$ cat src/rtl/tdm_demux1t2.sv
// TDM receiver: steers a tagged sample stream onto lanes A/B, pairs A-then-B
// samples, and reports ordering errors and B-side timeouts with a saturating count.
module tdm_demux1t2 #(
  parameter int W       = 1,
  parameter int TIMEOUT = 16,
  parameter int CW      = 8
) (
  input  logic          clk,
  input  logic          rst,
  input  logic [W-1:0]  din,
  input  logic          sel,
  input  logic          din_valid,
  output logic [W-1:0]  oa,
  output logic [W-1:0]  ob,
  output logic          oa_stb,
  output logic          ob_stb,
  output logic [W-1:0]  pa,
  output logic [W-1:0]  pb,
  output logic          pair_valid,
  output logic          seq_err,
  output logic          timeout,
  output logic [CW-1:0] err_cnt
);

  localparam int TW = (TIMEOUT > 2) ? $clog2(TIMEOUT) : 1;
  localparam logic [TW-1:0] TMAX = TW'(TIMEOUT - 1);

  typedef enum logic {
    S_EXPECT_A = 1'b0,
    S_EXPECT_B = 1'b1
  } state_t;

  state_t        r_state;
  logic [TW-1:0] r_timer;
  logic [W-1:0]  r_pend_a;

  logic w_lane_a;
  logic w_lane_b;
  logic w_seq_err;
  logic w_timeout;
  logic w_cnt_sat;

  assign w_lane_a  = din_valid & ~sel;
  assign w_lane_b  = din_valid & sel;
  assign w_cnt_sat = &err_cnt;

  // Classify this cycle's event against the expected A-then-B order.
  always_comb begin
    w_seq_err = 1'b0;
    w_timeout = 1'b0;
    case (r_state)
      S_EXPECT_A: begin
        w_seq_err = w_lane_b;
      end
      S_EXPECT_B: begin
        w_seq_err = w_lane_a;
        if (!din_valid && (r_timer == TMAX)) begin
          w_timeout = 1'b1;
        end else begin
          w_timeout = 1'b0;
        end
      end
      default: begin
        w_seq_err = 1'b0;
        w_timeout = 1'b0;
      end
    endcase
  end

  // Lane registers, pairing FSM, strobes and error counter.
  always_ff @(posedge clk or posedge rst) begin
    if (rst) begin
      r_state    <= S_EXPECT_A;
      r_timer    <= {TW{1'b0}};
      r_pend_a   <= {W{1'b0}};
      oa         <= {W{1'b0}};
      ob         <= {W{1'b0}};
      pa         <= {W{1'b0}};
      pb         <= {W{1'b0}};
      oa_stb     <= 1'b0;
      ob_stb     <= 1'b0;
      pair_valid <= 1'b0;
      seq_err    <= 1'b0;
      timeout    <= 1'b0;
      err_cnt    <= {CW{1'b0}};
    end else begin
      oa_stb     <= w_lane_a;
      ob_stb     <= w_lane_b;
      pair_valid <= 1'b0;
      seq_err    <= w_seq_err;
      timeout    <= w_timeout;

      if (w_lane_a) begin
        oa <= din;
      end
      if (w_lane_b) begin
        ob <= din;
      end

      // seq_err and timeout are mutually exclusive, so at most +1 per cycle.
      if ((w_seq_err || w_timeout) && !w_cnt_sat) begin
        err_cnt <= err_cnt + CW'(1);
      end

      case (r_state)
        S_EXPECT_A: begin
          r_timer <= {TW{1'b0}};
          if (w_lane_a) begin
            r_pend_a <= din;
            r_state  <= S_EXPECT_B;
          end else begin
            r_state  <= S_EXPECT_A;
          end
        end
        S_EXPECT_B: begin
          if (w_lane_b) begin
            pa         <= r_pend_a;
            pb         <= din;
            pair_valid <= 1'b1;
            r_timer    <= {TW{1'b0}};
            r_state    <= S_EXPECT_A;
          end else if (w_lane_a) begin
            r_pend_a <= din;
            r_timer  <= {TW{1'b0}};
            r_state  <= S_EXPECT_B;
          end else if (w_timeout) begin
            r_timer <= {TW{1'b0}};
            r_state <= S_EXPECT_A;
          end else begin
            r_timer <= r_timer + TW'(1);
            r_state <= S_EXPECT_B;
          end
        end
        default: begin
          r_timer <= {TW{1'b0}};
          r_state <= S_EXPECT_A;
        end
      endcase
    end
  end

endmodule

$ cat config.mk
export PLATFORM = sky130hd
export DESIGN_NAME = tdm_demux1t2
export DESIGN_NICKNAME = d
export VERILOG_FILES = /design/src/rtl/tdm_demux1t2.sv
export SDC_FILE = /design/constraint.sdc
export NUM_CORES = 1
export LEC_CHECK = 0
export ABC_AREA = 1
export BUFFER_PORTS_ARGS = -buffer_cell sky130_fd_sc_hd__buf_2
export CORE_ASPECT_RATIO = 0.75
export CORE_MARGIN = 8
export CORE_UTILIZATION = 47
export CTS_CLUSTER_SIZE = 40
export DETAILED_ROUTE_END_ITERATION = 12
export GPL_ROUTABILITY_DRIVEN = 0
export HOLD_SLACK_MARGIN = 0.06
export PLACE_DENSITY = 0.74
export SKIP_CTS_REPAIR_TIMING = 1
export SLEW_MARGIN = 10
export SYNTH_ARGS = -nofsm -noshare
export SYNTH_HDL_FRONTEND = slang
export SYNTH_SLANG_ARGS = --single-unit
$ cat constraint.sdc
create_clock -name clk -period 1.25 [get_ports clk]
set_clock_uncertainty 0.15 [all_clocks]
set_input_delay 0.1875 -clock clk [delete_from_list [all_inputs] [get_ports clk]]
set_output_delay 0.1875 -clock clk [all_outputs]
set_load 0.02 [all_outputs]
==> impl_metrics.yaml, run 1 <==
synth:
  synth.distinct_cells: 16
  synth_edf_count: 0
  synth_commonest_cells: "nand2_1, dfrtp_1, inv_1, nand3_1, nor2_1"
  synth-xor-area-share: 0.0162
  synth-seq-cells: 23
  netlist.area_leader.share: 0.534
  synthMuxAreaShare: 0
  synthAdderAreaFrac: 0.0232
  ys_warn_count: 0
  synth.most_common_cell: "nand2_1"
  synth_compound_area_frac: 0.0371
  synthCells: 131
  synthFlopType: "dfrtp_1"
  syn_area_per_cell_um2: 8.23
  yosys.area.top_type: "dfrtp_1"
  synthArstFlopShare: 1.00
  synth_nets: 138
  synth_top_family_by_area: "simple AND/OR/NAND/NOR gates"
  syn_area_um2: 1080
  synth_simple_gate_area_frac: 0.327
  yosysSeqAreaShare: 0.534
  ys_top_cells_by_area: "dfrtp_1, nand2_1, inv_1"
floorplanning:
  start_util: 0.483
  die_area_um2: 4100
  io_pins: 22
  die_w_um: 71.3
  row_count: 15
  fp.coreArea_um2: 2230
  die_h_um: 57.5
global_routing:
  grt_max_degree: 24
  gr-total-overflow: 0
  grt_pass1_vias: 928
  gr-usage-all-layers: 0.126
  grt_pass1_wl_mm: 4.08
  grt_antenna_before_repair: 0
clock_tree:
  cts_tree: "done"
  clock_path_buffers: 2
  cts_root_buf: "clkbuf_4"
  cts.sinks: 23
  path_clk_slew_ns: 0.13
  numCtsBuffers: 3
  insertion_delay_ns: 0.33
  htreeDepth: 1
final_layout:
  antennaDiodeCount: 0
  nets: 187
  final-seq-area_um2: 579
  syn_to_final_growth_pct: 43.4
  multi_input_area_um2: 483
  drive_above_1_share: 0.374
  nFillCells: 174
detailed_routing:
  vias: 978
  drc_errors: 0
  ant_nets: 0
  first_iter_violations: 29
  drt-total-wl_mm: 2.59
  routedWlPerCell_um: 12.7
  vias_per_cell: 4.79
  firstDrtPassIters: 4
sta:
  fin_ws_ns: -0.175
  rsz0062_at_grt: "true"
  final-hold-violation-count: 1
  max_slew.worst_pin.slew_ns: 0.290
  holdWs_ns: -0.00128
  post-route-min-period_ns: 1.42
  setup_viol: 15
  fmax_mhz: 702
  drv_slew: 0
  timing.final.crit_share: 1.14
  max_slew_margin: 0.806
pwr:
  leakage_nw: 0.854
  ir_worst_vdd_uv: 1100
  power_density_nw_per_um2: 1390
setup_path:
  cp.arrival_ns: 1.55
  critPathLaunchType: "flop"
  crit_chain: "ha_2 -> nand3_2 -> nor2_4 -> inv_2 -> nand2_4 -> buf_4 -> nand3b_1 -> nand2_1"
  critPathCaptureType: "flop"
  max_stage_delay_ns: 0.38
  path_class: "flop to flop"
  required_ns: 1.38
  crit_fanout: 5
  crit_buf_inv: 2
  cp_top_family: "simple AND/OR/NAND/NOR gates"
  cp_slowest_cell: "dfrtp_1"
min_path:
  hold_path_class: "input port to flop"
run_status:
  status: "complete, but fails checks"
  violations: "hold timing, setup timing"
placed_design:
  hpwlAfterDp_mm: 1.80
  post-place-ws_ns: -0.140
  port_buffers: 21
job:
  maxCapViolCount: 0
-- per-layer routing --
layer | up-vias | global-route usage | wire (um)
li1 | 498 | - | -
met1 | 453 | 0.140 | 1140
met2 | 23 | 0.191 | 1240
met3 | 4 | 0.0594 | 171
met4 | 0 | 0.0767 | 42
met5 | - | 0 | 0
-- stage by stage --
step                 util  power (mW)  area (um^2)  setup TNS (ns)  std cells
finish              0.692        2.15         1550           -1.97        204
global placement    0.601        1.59         1340          -0.588        190
global route        0.692        2.27         1550           -2.85        204
detailed placement  0.601        1.61         1340           -1.02        190
floorplan               -        1.33         1110          -0.512        131
CTS                 0.615        1.96         1370           -2.08        194
-- final cells by class --
cell class | count | share of cell area
repair buffers | 44 | 0.230
multi-input cells | 90 | 0.312
clock buffers | 3 | 0.0146
inverters | 18 | 0.0437
well taps | 25 | 0.0202
flip-flops and latches | 23 | 0.375
clock inverters | 1 | 0.00485
-- worst paths after layout --
check / slack, ns / to / cells past startpoint / start
max in group asynchronous: 0.44 / err_cnt[1] / 4 / rst
worst max-delay path: -0.17 / err_cnt[0] / 8 / r_timer[0]
worst min-delay path: -0.001 / seq_err / 3 / sel
min in group asynchronous: 0.27 / r_timer[1] / 4 / rst
worst min register to register: 0.39 / pa / 2 / r_pend_a
worst max register to register: -0.17 / err_cnt[0] / 8 / r_timer[0]
-- logic make-up after synthesis --
kind of cell / after synthesis
AO/OA/AOI/OAI: 8
AND/OR/NAND/NOR: 78
adder cells (fa/ha/maj): 2
buffers and inverters: 18
XOR/XNOR: 2
flip-flops: 23
-- flip-flops by register name, indices dropped and copies added, names as in the netlist --
name and count:
err_cnt 8, oa 1, oa_stb 1, ob 1, ob_stb 1, pa 1
pair_valid 1, pb 1, r_pend_a 1, r_state 1, r_timer 4, seq_err 1
timeout 1
-- worst reg2reg max path: cells and delay by family, from the launching register on --
family / cells / cell delay (ns)
simple gates: 5 / 0.47
flops: 1 / 0.38
fa+ha+maj: 1 / 0.19
buf+inv: 2 / 0.18
-- layout by cell type (no fill, tap or decap), drive strengths merged --
| cell type | count |
|---|---|
| o21ai | 7 |
| clkbuf | 3 |
| ha | 2 |
| dlygate4sd3 | 3 |
| nor2 | 12 |
| xor2 | 2 |
| nand3b | 2 |
| nand2 | 54 |
| dfrtp | 23 |
| a21oi | 1 |
| nand3 | 10 |
| inv | 18 |
| clkinvlp | 1 |
| buf | 41 |
-- where the power goes --
part	switching [mW]	total [mW]	leakage [nW]	internal (mW)
Combinational	0.404	0.824	0.542	0.420
Sequential	0.116	0.967	0.298	0.851
Clock	0.239	0.362	0.0139	0.123
Power figures use the tool's default switching activity.
==> run 2: changes to the inputs <==
--- a/config.mk
+++ b/config.mk
@@ -6,7 +6,7 @@
 export NUM_CORES = 1
 export LEC_CHECK = 0
 export ABC_AREA = 1
-export BUFFER_PORTS_ARGS = -buffer_cell sky130_fd_sc_hd__buf_2
+export BUFFER_PORTS_ARGS = -buffer_cell sky130_fd_sc_hd__buf_4
 export CORE_ASPECT_RATIO = 0.75
 export CORE_MARGIN = 8
 export CORE_UTILIZATION = 47
==> run 2 against run 1 <==
  * The run ends with setup timing left
  * Global-route usage decreased by 0.66 points
  * Routed wire length increased by 0.54%
  * Non-clock buffer count decreased by 2
  * Critical path depth unchanged
  * Sequential share of layout area decreased by 1.1 points
  * Total power decreased by 1.1%
  * Via count increased by 0.41%
  * Highest routed layer unchanged
  * Cell count decreased by 0.98%
  * Sequential cell count unchanged
==> impl_metrics.yaml, run 2 (synthesized netlist as in run 1, its figures left out) <==
clock_tree:
  clock_path_buffers: 2
  cts.sinks: 23
  cts_root_buf: "clkbuf_4"
  htreeDepth: 1
  insertion_delay_ns: 0.31
  numCtsBuffers: 3
  cts_tree: "done"
  path_clk_slew_ns: 0.12
detailed_routing:
  first_iter_violations: 56
  ant_nets: 0
  vias: 982
  drt-total-wl_mm: 2.61
  routedWlPerCell_um: 12.9
  drc_errors: 0
  firstDrtPassIters: 4
  vias_per_cell: 4.86
floorplanning:
  fp.coreArea_um2: 2230
  io_pins: 22
  row_count: 15
  start_util: 0.483
  die_h_um: 57.5
  die_area_um2: 4100
  die_w_um: 71.3
global_routing:
  grt_max_degree: 24
  gr-usage-all-layers: 0.119
  gr-total-overflow: 0
  grt_pass1_vias: 950
  grt_pass1_wl_mm: 4.02
  grt_antenna_before_repair: 0
sta:
  max_slew_margin: 0.806
  setup_viol: 14
  rsz0062_at_grt: "true"
  totalNegativeSetupSlack_ns: -1.52
  final-hold-violation-count: 0
  timing.final.crit_share: 1.12
  post-route-min-period_ns: 1.40
  fin_ws_ns: -0.153
  fmax_mhz: 713
  max_slew.worst_pin.slew_ns: 0.291
  drv_slew: 0
pwr:
  swShare: 0.345
  leakage_nw: 0.855
  power_density_nw_per_um2: 1340
  switchingPower_uw: 735
  finalPower_mw: 2.13
  p_int_mw: 1.39
  p_comb_frac: 0.392
  seqPwrFrac: 0.452
  ir_worst_vdd_uv: 931
  clkPwrFrac: 0.157
final_layout:
  reg_top3: "err_cnt x8, r_timer x4"
  layout_common_cells: "nand2_1, buf_4, dfrtp_1"
  nFillCells: 181
  antennaDiodeCount: 0
  utilization: 0.713
  nets: 185
  top_register: "err_cnt"
  final_area_um2: 1590
  largest_reg_flops: 8
  drive_above_1_share: 0.373
  syn_to_final_growth_pct: 47.7
  mostFrequentLayoutCell: "nand2_1"
placed_design:
  place_area_um2: 1400
  port_buffers: 21
  hpwlAfterDp_mm: 1.80
run_status:
  status: "complete, but fails checks"
  violations: "setup timing"
setup_path:
  critPathCaptureType: "flop"
  cp.arrival_ns: 1.47
  path_class: "flop to flop"
  crit_fanout: 8
  critPathLaunchType: "flop"
  required_ns: 1.31
min_path:
  hold_path_class: "input port to flop"
job:
  maxCapViolCount: 0
[run 2: cell count changes in the layout (fill, tap and decap cells not counted), moves of 2 or more]
cell | before | now
buf_2 | 11 | 0
buf_4 | 18 | 25
buf_6 | 12 | 14
nand2_1 | 48 | 46
nand2_2 | 3 | 5
[run 2: path summary, 6_finish.rpt]
path	start	end	slack (ns)	cells past startpoint
worst min register to register	oa	oa	0.35	2
worst min-delay path	sel	seq_err	0.02	3
min in group asynchronous	rst	r_timer[3]	0.31	4
worst max register to register	r_timer[1]	err_cnt[6]	-0.15	8
max in group asynchronous	rst	err_cnt[1]	0.39	4
worst max-delay path	r_timer[1]	err_cnt[6]	-0.15	8
[run 2: worst max-delay path: stages (launching register included)]
cell	delay, ns
dfrtp_1	0.42
ha_4	0.16
nand3_4	0.07
nor2_4	0.13
inv_2	0.05
nand2_4	0.12
nand2_8	0.09
nand2_1	0.07
nand2_1	0.05
[run 2: cell type report]
type                       instances  area (um^2)  area share
sequential                        23          579       0.364
multi-input combinational         90          513       0.322
timing repair buffer              42          375       0.236
inverter                          18         67.6      0.0424
tap                               25         31.3      0.0196
clock buffer                       4         26.3      0.0165
[run 2: layer usage]
metal	track usage	part of all wire
met1	0.136	0.45
met2	0.204	0.49
met3	0.0455	0.050
met4	0.0295	0.010
met5	0	0
[run 2: stage by stage]
step | hold slack [ns] | setup slack [ns] | instances
2_1_floorplan | 0.0393 | -0.0716 | 131
3_3_place_gp | 0.0987 | -0.0830 | 191
3_5_place_dp | 0.104 | -0.140 | 191
4_1_cts | -0.243 | -0.163 | 195
5_1_grt | 0.0166 | -0.240 | 202
6_report | 0.0244 | -0.153 | 202
[run 2: power groups by stage]
stage          sequential [mW]  clock (mW)  combinational (mW)
2_1_floorplan             1.08           0               0.248
3_3_place_gp             0.948           0               0.700
3_5_place_dp             0.955           0               0.706
4_1_cts                  0.943       0.349               0.707
5_1_grt                  0.971       0.376               0.899
6_report                 0.962       0.334               0.834
